===== config.mk =====
export PLATFORM = sky130hd
export DESIGN_NAME = mux_scan_sequencer
export DESIGN_NICKNAME = d
export VERILOG_FILES = /design/src/rtl/mux_scan_sequencer.sv
export SDC_FILE = /design/constraint.sdc
export NUM_CORES = 1
export LEC_CHECK = 0
export BUFFER_PORTS_ARGS = -buffer_cell sky130_fd_sc_hd__buf_2
export CELL_PAD_IN_SITES_DETAIL_PLACEMENT = 1
export CELL_PAD_IN_SITES_GLOBAL_PLACEMENT = 2
export CORE_ASPECT_RATIO = 0.6
export CORE_MARGIN = 10
export CORE_UTILIZATION = 32
export DETAILED_ROUTE_END_ITERATION = 16
export PLACE_DENSITY_LB_ADDON = 0.1
export SYNTH_ARGS = -nofsm -noshare
export SYNTH_HDL_FRONTEND = slang
export SYNTH_SLANG_ARGS = --single-unit

===== constraint.sdc =====
create_clock -name clk -period 2 [get_ports clk]
set_clock_uncertainty 0.05 [all_clocks]
set_input_delay 0.4 -clock clk [delete_from_list [all_inputs] [get_ports clk]]
set_output_delay 0.4 -clock clk [all_outputs]
set_load 0.02 [all_outputs]

===== src/rtl/mux_scan_sequencer.sv =====
// Round-robin scan controller for a 4:1 mux: steps s through 0..3 and holds each
// channel DWELL cycles. It samples f per channel and hands out a 4-bit frame on valid/ready.
module mux_scan_sequencer #(
   parameter int unsigned DWELL = 2
) (
   input  logic       clk,
   input  logic       reset,
   input  logic       start,
   input  logic       cont,
   input  logic       f,
   output logic [1:0] s,
   output logic       busy,
   output logic [3:0] q,
   output logic       q_valid,
   input  logic       q_ready,
   output logic [7:0] frame_cnt
);

   typedef enum logic [1:0] {IDLE, SCAN, DONE} state_t;

   localparam logic [7:0] LAST = 8'(DWELL - 1);

   state_t     state;
   logic [7:0] cnt;
   logic [2:0] shadow;

   always_ff @(posedge clk or posedge reset) begin
      if (reset) begin
         state     <= IDLE;
         s         <= '0;
         busy      <= 1'b0;
         q         <= '0;
         q_valid   <= 1'b0;
         frame_cnt <= '0;
         cnt       <= '0;
         shadow    <= '0;
      end else begin
         case (state)
            IDLE: begin
               if (start | cont) begin
                  state <= SCAN;
                  s     <= '0;
                  cnt   <= '0;
                  busy  <= 1'b1;
               end
            end
            SCAN: begin
               if (cnt == LAST) begin
                  cnt <= '0;
                  if (s != 2'd3) begin
                     shadow[s] <= f;
                     s         <= s + 2'd1;
                  end else begin
                     // The last channel bypasses the shadow and goes straight into the frame.
                     q         <= {f, shadow};
                     q_valid   <= 1'b1;
                     frame_cnt <= frame_cnt + 8'd1;
                     s         <= '0;
                     busy      <= 1'b0;
                     state     <= DONE;
                  end
               end else begin
                  cnt <= cnt + 8'd1;
               end
            end
            DONE: begin
               if (q_valid && q_ready) begin
                  q_valid <= 1'b0;
                  if (cont | start) begin
                     state <= SCAN;
                     s     <= '0;
                     cnt   <= '0;
                     busy  <= 1'b1;
                  end else begin
                     state <= IDLE;
                  end
               end
            end
            default: state <= IDLE;
         endcase
      end
   end

endmodule


==> impl_summary.txt <==
----------------------------------------------------
[Yosys]
  Most numerous cell in the Yosys netlist ... sky130_fd_sc_hd__dfrtp_1
  Flop and latch count out of synthesis ... 29
  Sequential cell area fraction in the yosys report ... 0.501
  Synth Instances ... around 130
  Count of different cell masters after synthesis ... 32
  Synthesized net count ... ~150
  Yosys top cell by area ... sky130_fd_sc_hd__dfrtp_1
  Mean instance size in the synthesized netlist ... 11.0 um^2
  Post-synthesis async set-or-reset flop share ... 1.00
  EDFF count, synth ... 0
  Top cells by count, synth ... sky130_fd_sc_hd__dfrtp_1 (29), sky130_fd_sc_hd__nand2_1 (14), sky130_fd_sc_hd__nor2_1 (10)
  Leading cell types by total area after synthesis ... sky130_fd_sc_hd__dfrtp_1 (50%), sky130_fd_sc_hd__ha_1 (6.1%), sky130_fd_sc_hd__xnor2_1 (5.4%)
  Netlist area before placement ... 1450 um^2
  Number of warnings issued by yosys ... 0
  Synth top area share ... 0.501
  Main synth FF type ... sky130_fd_sc_hd__dfrtp_1

[Worst setup path]
  Worst path arrival time ... 2090 ps
  Launch point of the critical path ... cnt[1]
  Maximum fanout encountered on the critical timing path ... 5
  Data required time of the worst path ... 2100 ps
  Reg2reg end ... shadow[1]
  Number of cells on the worst reg-to-reg path ... 6
  Register-to-Register Setup Slack ... 10 ps
  Worst Setup EP ... shadow[1]
  Crit Path Category ... reg2reg
  Setup crit end kind ... flip-flop
  Crit path launch type ... flip-flop
  R2R Path Start ... cnt[1]

[Drt]
  Via count ... between 1,000 and 1,500
  Sum of routed wire length over all layers ... 3600 um
  Detailed-route wire length per cell ... 15.5 um
  Number of design-rule violations left by the first detailed-router iteration ... 39
  Post-detailed-route count of antenna-violating nets ... 0
  Total DRC errors in the routed layout ... 0
  Number of optimization iterations in the first detailed-route pass ... 4
  Routed vias/inst ... 4.70

[Pwr]
  Peak ir drop on the vdd network ... around 0.46 mV
  Power after layout ... 2.36 mW
  Power density normalized to cell area ... 1290 nW/um^2
  Leakage dissipation ... 0.881 nW

[Place]
  Detail Placement HPWL ... around 2700 um
  Total placed instance area ... 1710 um^2
  Buffers on Ports ... 21
  Routability Congestion ... 0.740

[Floorplanning]
  Die outline area ... between 7000 and 8000 um^2
  Chip width ... 107 um
  Count of boundary I/O pins ... 22
  Die height ... 72.1 um
  Effective utilization at floorplan ... 0.342
  Area inside the core boundary ... 4230 um^2
  Num rows ... 18

[Final layout]
  Net total in the final layout ... 184
  Fill cell instance count of the final layout ... 508
  Non-Filler Cell Area, Final ... 1830 um^2
  Post-layout util ... 0.433
  # diodes ... 0
  Area added between synthesis and finish ... 26.6%
  Fraction of final layout cells with drive strength greater than 1 ... 0.320

[Global routing]
  Global-route wire length before repair ... 6100 um
  All-Layer GR Usage ... 0.101
  Aggregate global routing overflow ... 0
  Via count of the first global-routing pass ... between 1,000 and 1,500
  Antenna violations before repair ... 0
  Largest net degree at the start of global routing ... 30

[Timing]
  Period minus WS final ... 1990 ps
  Part of the cycle the worst path needs ... 0.994
  Transition time of the tightest slew-check pin ... 530 ps
  Hold Violations, Final ... 0
  Final-report setup violation count ... 0
  Fmax ... 503 MHz
  Unrepaired setup endpoints after global routing ... true
  Max-slew violations ... 0
  Worst max-slew margin expressed relative to the limit ... 0.637

[CTS]
  Num CTS Buffers ... 5
  Clock latency of the later-clocked register in the worst-skew pair ... 270 ps
  CTS tree ... built
  Longest Clk Path Bufs ... 2
  Root Driver ... sky130_fd_sc_hd__clkbuf_8
  Clock transition at the register clock pins on the worst setup and hold paths after CTS ... 60 ps
  Level count of the clock H-tree ... 2
  Number of clock sinks ... 29

[Flow run]
  Reported max-cap violation count ... 0

[Worst hold path]
  Path type of the worst min-delay path ... in2async

[Outcome]
  Outcome ... finished, final reports clean

----------------------------------------------------
critical path, stage by stage (launching register included):
cell and delay, ps:
sky130_fd_sc_hd__dfrtp_1 420, sky130_fd_sc_hd__inv_1 70, sky130_fd_sc_hd__ha_1 160, sky130_fd_sc_hd__or4b_4 510
sky130_fd_sc_hd__nor4_4 240, sky130_fd_sc_hd__nand2_1 100, sky130_fd_sc_hd__mux2_1 320
power by group:
group | switching (mW) | leakage (nW) | internal, mW | total, mW
Combinational | 0.525 | 0.454 | 0.406 | 0.931
Sequential | 0.148 | 0.372 | 0.749 | 0.897
Clock | 0.222 | 0.0542 | 0.311 | 0.533
metal layers:
metal,vias up,share of wire,track usage
met5,-,0,0
met4,0,0.0094,0.0404
met3,2,0.058,0.0406
met2,21,0.40,0.141
met1,527,0.53,0.134
li1,540,-,-
worst min-delay path by stage:
stage	endpoint	slack (ps)	cells past startpoint
after global placement	frame_cnt[7]	400	1
after global routing	frame_cnt[5]	180	3
final	cnt[0]	150	3
after floorplan	shadow[2]	410	1
after detailed placement	frame_cnt[7]	410	1
after CTS	q_valid	150	3
cells in the final DEF, fill, tap and decap left out, drive strengths merged, types with 4 or more instances in the layout:
cell type  instances
buf               34
nand2             14
ha                 7
nand3              6
xnor2              9
inv                7
xor2               4
o21ai              4
clkbuf             7
dfrtp             29
mux2               8
nor3               5
nor2              10
cell families (layout without fill, tap and decap cells):
logic type,after synthesis,in the layout,share of synthesized area
compound gates,18,18,0.0873
xor+xnor,13,13,0.0787
fa+ha+maj,7,7,0.0605
buf+inv,9,49,0.0233
flops,29,29,0.501
mux,8,8,0.0622
simple gates,48,48,0.187
sequential cells by signal, summed over array words and instances (netlist names):
register,cells
busy,1
cnt,8
frame_cnt,8
q,4
q_valid,1
s,2
shadow,3
state,2
what timing repair did:
| item | 4_1_cts | 5_1_grt |
|---|---|---|
| pin swaps | 1 | 0 |
| hold endpoints to repair | 0 | 0 |
| setup endpoints to repair | 11 | 14 |
| gates resized for setup | 2 | 2 |
| hold buffers | 0 | 0 |
| buffers inserted | 0 | 1 |
metrics by stage:
| stage | TNS, ps | worst slack (ps) | hold slack [ps] | cells |
|---|---|---|---|---|
| 4_1_cts | 0 | 19.8 | 153 | 231 |
| 3_5_place_dp | -365 | -67.6 | 412 | 223 |
| 6_report | 0 | 12.1 | 146 | 232 |
| 5_1_grt | -175 | -64.6 | 184 | 232 |
| 3_3_place_gp | -38.2 | -15.6 | 403 | 223 |
| 2_1_floorplan | 0 | 104 | 409 | 132 |
layout make-up:
cell class	count	area (um^2)	share of cell area
Sequential cell	29	726	0.396
Multi-Input combinational cell	94	702	0.383
Timing Repair Buffer	34	203	0.111
Clock buffer	7	96.3	0.0526
Tap cell	60	75.1	0.0410
Inverter	7	26.3	0.0143
Clock inverter	1	5.00	0.00273
Note: power is estimated with default switching activity, not from simulation.
